**src/rtl/duty_cycle_calc.sv**
```systemverilog
`timescale 1ns/1ps
// Purpose : duty = high_cnt*SCALE/(high_cnt+low_cnt) via a 1-bit/clock restoring divider.
// Latency : ITER cycles in DIV plus one DONE cycle; duty_valid pulses in the DONE cycle.
// Backpressure: none; cnt_valid while busy is dropped and latches the sticky overrun flag.
//
// Ports:
//   sys_clk, rst          clock, synchronous active-high reset
//   high_cnt, low_cnt     per-window high/low counts, qualified by cnt_valid
//   duty_cycle, div_zero  last result (0..SCALE) and zero-window flag, held until next result
//   duty_valid            one-cycle strobe when duty_cycle/div_zero update
//   busy                  request in flight (DIV or DONE)
//   overrun               sticky: request arrived while busy; cleared only by rst
// Build option: define DUTY_ROUND_EN to round to nearest (ties up) instead of truncating.
module duty_cycle_calc #(
   parameter int SCALE = 1000,
   parameter int ITER  = 64
) (
   input  logic        sys_clk,
   input  logic        rst,
   input  logic [31:0] high_cnt,
   input  logic [31:0] low_cnt,
   input  logic        cnt_valid,
   output logic [15:0] duty_cycle,
   output logic        duty_valid,
   output logic        busy,
   output logic        div_zero,
   output logic        overrun
);

   localparam int CW = $clog2(ITER);

   localparam logic [1:0] IDLE = 2'd0;
   localparam logic [1:0] DIV  = 2'd1;
   localparam logic [1:0] DONE = 2'd2;

   logic [1:0]    state;
   // Dividend shifts out MSB first; quotient bits shift in at the LSB, so after
   // ITER steps this register holds the full quotient.
   logic [63:0]   dividend;
   logic [32:0]   divisor;
   logic [32:0]   rem;
   logic [CW-1:0] iter_cnt;
   logic          zero_flag;

   // 33-bit sum keeps the carry so 0xFFFFFFFF + 0xFFFFFFFF does not wrap.
   logic [32:0] sum;
   logic [63:0] dividend_init;

   assign sum = {1'b0, high_cnt} + {1'b0, low_cnt};

   always_comb begin
      dividend_init = {32'b0, high_cnt} * 64'(SCALE);
`ifdef DUTY_ROUND_EN
      // Adding half the divisor before truncating rounds to nearest, ties up.
      dividend_init = dividend_init + {31'b0, sum[32:1]};
`endif
   end

   // One restoring step. rem < divisor always holds, so the shifted remainder
   // fits 34 bits and bit 33 of the difference is a clean borrow indicator.
   logic [33:0] rem_shift;
   logic [33:0] rem_diff;
   logic        q_bit;
   logic [32:0] rem_next;
   logic [63:0] quot_next;
   logic [15:0] result;

   assign rem_shift = {rem, dividend[63]};
   assign rem_diff  = rem_shift - {1'b0, divisor};
   assign q_bit     = ~rem_diff[33];
   assign rem_next  = q_bit ? rem_diff[32:0] : rem_shift[32:0];
   assign quot_next = {dividend[62:0], q_bit};

   // Quotient never exceeds SCALE mathematically; the clamp keeps the output
   // bounded even so, and a zero window always reports 0.
   always_comb begin
      result = quot_next[15:0];
      if (quot_next > 64'(SCALE)) begin
         result = 16'(SCALE);
      end
      if (zero_flag) begin
         result = 16'd0;
      end
   end

   assign busy = (state != IDLE);

   always_ff @(posedge sys_clk) begin
      if (rst) begin
         state      <= IDLE;
         dividend   <= '0;
         divisor    <= '0;
         rem        <= '0;
         iter_cnt   <= '0;
         zero_flag  <= 1'b0;
         duty_cycle <= 16'd0;
         duty_valid <= 1'b0;
         div_zero   <= 1'b0;
         overrun    <= 1'b0;
      end else begin
         duty_valid <= 1'b0;
         case (state)
            IDLE: begin
               if (cnt_valid) begin
                  dividend  <= dividend_init;
                  divisor   <= sum;
                  rem       <= '0;
                  iter_cnt  <= CW'(ITER - 1);
                  zero_flag <= (sum == 33'd0);
                  state     <= DIV;
               end
            end
            DIV: begin
               dividend <= quot_next;
               rem      <= rem_next;
               iter_cnt <= iter_cnt - 1'b1;
               if (iter_cnt == '0) begin
                  // Final quotient bit is taken combinationally so the result
                  // lands together with the entry into DONE.
                  state      <= DONE;
                  duty_valid <= 1'b1;
                  duty_cycle <= result;
                  div_zero   <= zero_flag;
               end
            end
            DONE: begin
               state <= IDLE;
            end
            default: begin
               state <= IDLE;
            end
         endcase
         if (cnt_valid && (state != IDLE)) begin
            overrun <= 1'b1;
         end
      end
   end

endmodule
```
**config.mk**
```make
export PLATFORM = sky130hd
export DESIGN_NAME = duty_cycle_calc
export DESIGN_NICKNAME = d
export VERILOG_FILES = /design/src/rtl/duty_cycle_calc.sv
export SDC_FILE = /design/constraint.sdc
export NUM_CORES = 1
export LEC_CHECK = 0
export CORE_ASPECT_RATIO = 0.9
export CORE_UTILIZATION = 50
export DETAILED_ROUTE_END_ITERATION = 10
export PLACE_DENSITY = 0.71
export RECOVER_POWER = 50
export SKIP_LAST_GASP = 1
export SLEW_MARGIN = 40
export SYNTH_ARGS = -nofsm -noshare
export SYNTH_HDL_FRONTEND = slang
export SYNTH_SLANG_ARGS = --single-unit
```
**constraint.sdc**
```tcl
create_clock -name sys_clk -period 5.78 [get_ports sys_clk]
set_clock_uncertainty 0.05 [all_clocks]
set_input_delay 1.156 -clock sys_clk [delete_from_list [all_inputs] [get_ports sys_clk]]
set_output_delay 1.156 -clock sys_clk [all_outputs]
set_load 0.005 [all_outputs]
```
==> summary.md <==
| Metric | Value |
|---|---|
| Pwr Density | `463 mW/mm2` |
| Most frequent cells in the layout | `inv_1, nand2_1, a21oi_1` |
| Core Area | `0.0302 mm2` |
| Vias per inst | `5.78` |
| Clk sink count | `158` |
| Crit path DAT | `5.96 ns` |
| Critical path origin | `high_cnt[16]` |
| Peak supply drop | `0.285 mV` |
| Register share of total power | `15.8%` |
| Area growth syn-to-layout | `20.5%` |
| Design area | `0.0186 mm2` |
| Slew @ Worst Pin | `0.806 ns` |
| Yosys reg bits | `158` |
| Sw Share | `44.8%` |
| GPL Wtd Cong | `0.913` |
| DRC Markers | `0` |
| Clock Latency Late Sink | `0.45 ns` |
| Root Driver | `clkbuf_16` |
| Commonest non-fill, non-tap cell in the layout | `inv_1` |
| PortBufs | `86` |
| Int Power | `4.76 mW` |
| Avg WL per Cell | `17.1 um` |
| Final HPWL DP | `33,000 um` |
| Syn_nets | `2,221` |
| Clock Path Buffers | `2` |
| Clock share of power | `12.3%` |
| Number of global-route vias before repair | `13,900` |
| Clock-pin slew on the worst setup and hold paths | `0.07 ns` |
| Async SR Flop Fraction | `0%` |
| DRT antenna net count | `0` |
| Synth Flop Type | `dfxtp_1` |
| 1st-pass router iterations | `5` |
| Max frequency | `177 MHz` |
| Seq/Total Area, Yosys | `20.4%` |
| Setup crit start kind | `primary input` |
| Total CTS buffers | `17` |
| Minimum hold slack | `0.400 ns` |
| Number of synthesized flops with an enable pin | `0` |
| Initial core utilization | `51.3%` |
| Nets | `2,413` |
| Largest net degree at the start of global routing | `71` |
| CP Capture Type | `register` |
| Routed wire length | `42,700 um` |
| Final setup TNS | `0 ns` |
| End of the critical path | `dividend[40]` |
| Distinct cells, synth | `91` |
| Via Count | `14,400` |
| Logic pwr share | `71.9%` |
| Layout cell share with drive strength beyond 1 | `14.7%` |
| Finish-stage setup viols | `0` |
| CTS tree | `done` |
| Worst reg2reg path depth | `13` |
| CTS H-Tree Depth | `4` |
| Critical R2R Launch | `divisor[1]` |
| Mapped cell area | `0.0155 mm2` |
| Cell row count | `60` |
| Dpl ws | `-0.596 ns` |
| Grt total ovfl | `0` |
| Mapped Cells | `1,882` |
| RSZ-0062 raised after global routing | `true` |
| CP required | `6.10 ns` |
| Syn avg cell area | `8.22 um2` |
| GRT Util Overall | `27.4%` |
| Initial antenna violation count | `0` |
| First-pass GRT wire length | `70,000 um` |
| Placed Area | `0.0177 mm2` |
| Die H | `169 um` |
| Tmin final | `5.64 ns` |
| Final Max Slew Viols | `0` |
| Net switching power | `3.87 mW` |
| Status | `finished, final reports clean` |
| Worst-path fanout max | `4` |
| Power Total | `8.63 mW` |
| Max cap viols | `0` |
| Worst slew margin | `46.1%` |
| Endpoints failing hold | `0` |
| Die area | `0.0317 mm2` |
| Worst R2R End | `rem[3]` |
| Diodes inserted | `0` |
| Worst reg-to-reg setup slack | `1.51 ns` |
| Tcrit/Tclk final | `97.6%` |
| Synthesis Warnings | `0` |
| Starting DRC count in detailed routing | `978` |
| Overall die width | `187 um` |
| Static Leakage | `8.11 nW` |
| Fin worst setup slack | `0.138 ns` |
| Hold Path Class | `reg2reg` |
| CP Class | `in2reg` |
| # IOs | `87` |
==> critical path, cell delays in order <==
cell             delay, ns
clkdlybuf4s50_1       0.49
inv_2                 0.08
fa_1                  0.50
fa_1                  0.57
fa_1                  0.43
fa_1                  0.51
inv_1                 0.06
ha_4                  0.24
a21oi_2               0.15
o21ai_2               0.09
o31ai_1               0.25
a21oi_1               0.09
or2_2                 0.29
a22oi_2               0.23
o2111ai_2             0.18
buf_4                 0.17
o41a_1                0.32
a21oi_2               0.15
==> final cells by class <==
cell class	instances	area [um2]
fill	2718	11500
multi-input combinational	1423	11500
sequential	158	3160
timing repair buffer	254	2150
inverter	220	826
tap	403	504
clock buffer	17	425
clock inverter	14	113
==> kinds of logic after synthesis <==
family / Yosys count / share of synthesized area (%)
and+or+nand+nor: 560 / 17.5
AOI/OAI and AO/OA: 513 / 22.0
buffers and inverters: 301 / 7.79
adders and majority gates: 272 / 27.8
DFF: 158 / 20.4
xor gates and xnor gates: 72 / 4.07
muxes: 6 / 0.396
==> power by group through the flow <==
stage	Combinational [mW]	Sequential, mW	Clock [mW]
finish	6.20	1.37	1.06
floorplan	3.70	1.34	0
CTS	5.65	1.36	1.07
global placement	5.48	1.38	0
global route	6.87	1.38	1.12
detailed placement	5.54	1.39	0
==> layer usage <==
metal	vias up	share of wire [%]	GRT usage [%]
met3	53	5.8	3.82
met4	0	1.5	5.83
li1	7015	-	-
met1	6902	47	38.3
met2	421	46	45.0
met5	-	0	0
==> per-stage QoR <==
| step | cells | utilization, % |
|---|---|---|
| global route | 2489 | 61.8 |
| finish | 2489 | 61.8 |
| detailed placement | 2451 | 58.7 |
| global placement | 2450 | 58.6 |
| CTS | 2482 | 60.6 |
| floorplan | 1882 | - |
==> synth_stat cells, types with 28 or more instances <==
master	number	area [um2]
a21o_1	42	315
a21oi_1	183	916
a22oi_1	34	255
clkbuf_1	57	214
dfxtp_1	158	3160
fa_1	120	2400
ha_1	152	1900
inv_1	219	822
nand2_1	182	683
nand3_1	74	370
nand4_1	35	219
nor2_1	114	428
nor3_1	29	145
o21ai_0	54	270
xnor2_1	44	385
xor2_1	28	245
==> worst min path at each step <==
stage / start / endpoint / slack [ns] / cells after the start
finish: duty_cycle[6] / duty_cycle[6] / 0.40 / 2
global route: divisor[22] / divisor[22] / 0.43 / 2
CTS: duty_cycle[6] / duty_cycle[6] / 0.41 / 2
detailed placement: duty_cycle[6] / duty_cycle[6] / 0.39 / 2
global placement: duty_cycle[3] / duty_cycle[3] / 0.39 / 2
floorplan: divisor[12] / divisor[12] / 0.39 / 2
==> state kept, by name (all words and copies together) (netlist names) <==
| register | count |
|---|---|
| dividend | 64 |
| overrun | 1 |
| duty_cycle | 16 |
| iter_cnt | 6 |
| state | 2 |
| div_zero | 1 |
| divisor | 33 |
| rem | 33 |
| duty_valid | 1 |
| zero_flag | 1 |
==> timing repair <==
item,4_1_cts,5_1_grt
pin swaps,6,54
hold buffers,0,0
buffers inserted,0,6
endpoints found under the hold margin,0,0
gates resized for setup,11,77
setup endpoints to repair,7,21
Power figures use the tool's default switching activity.
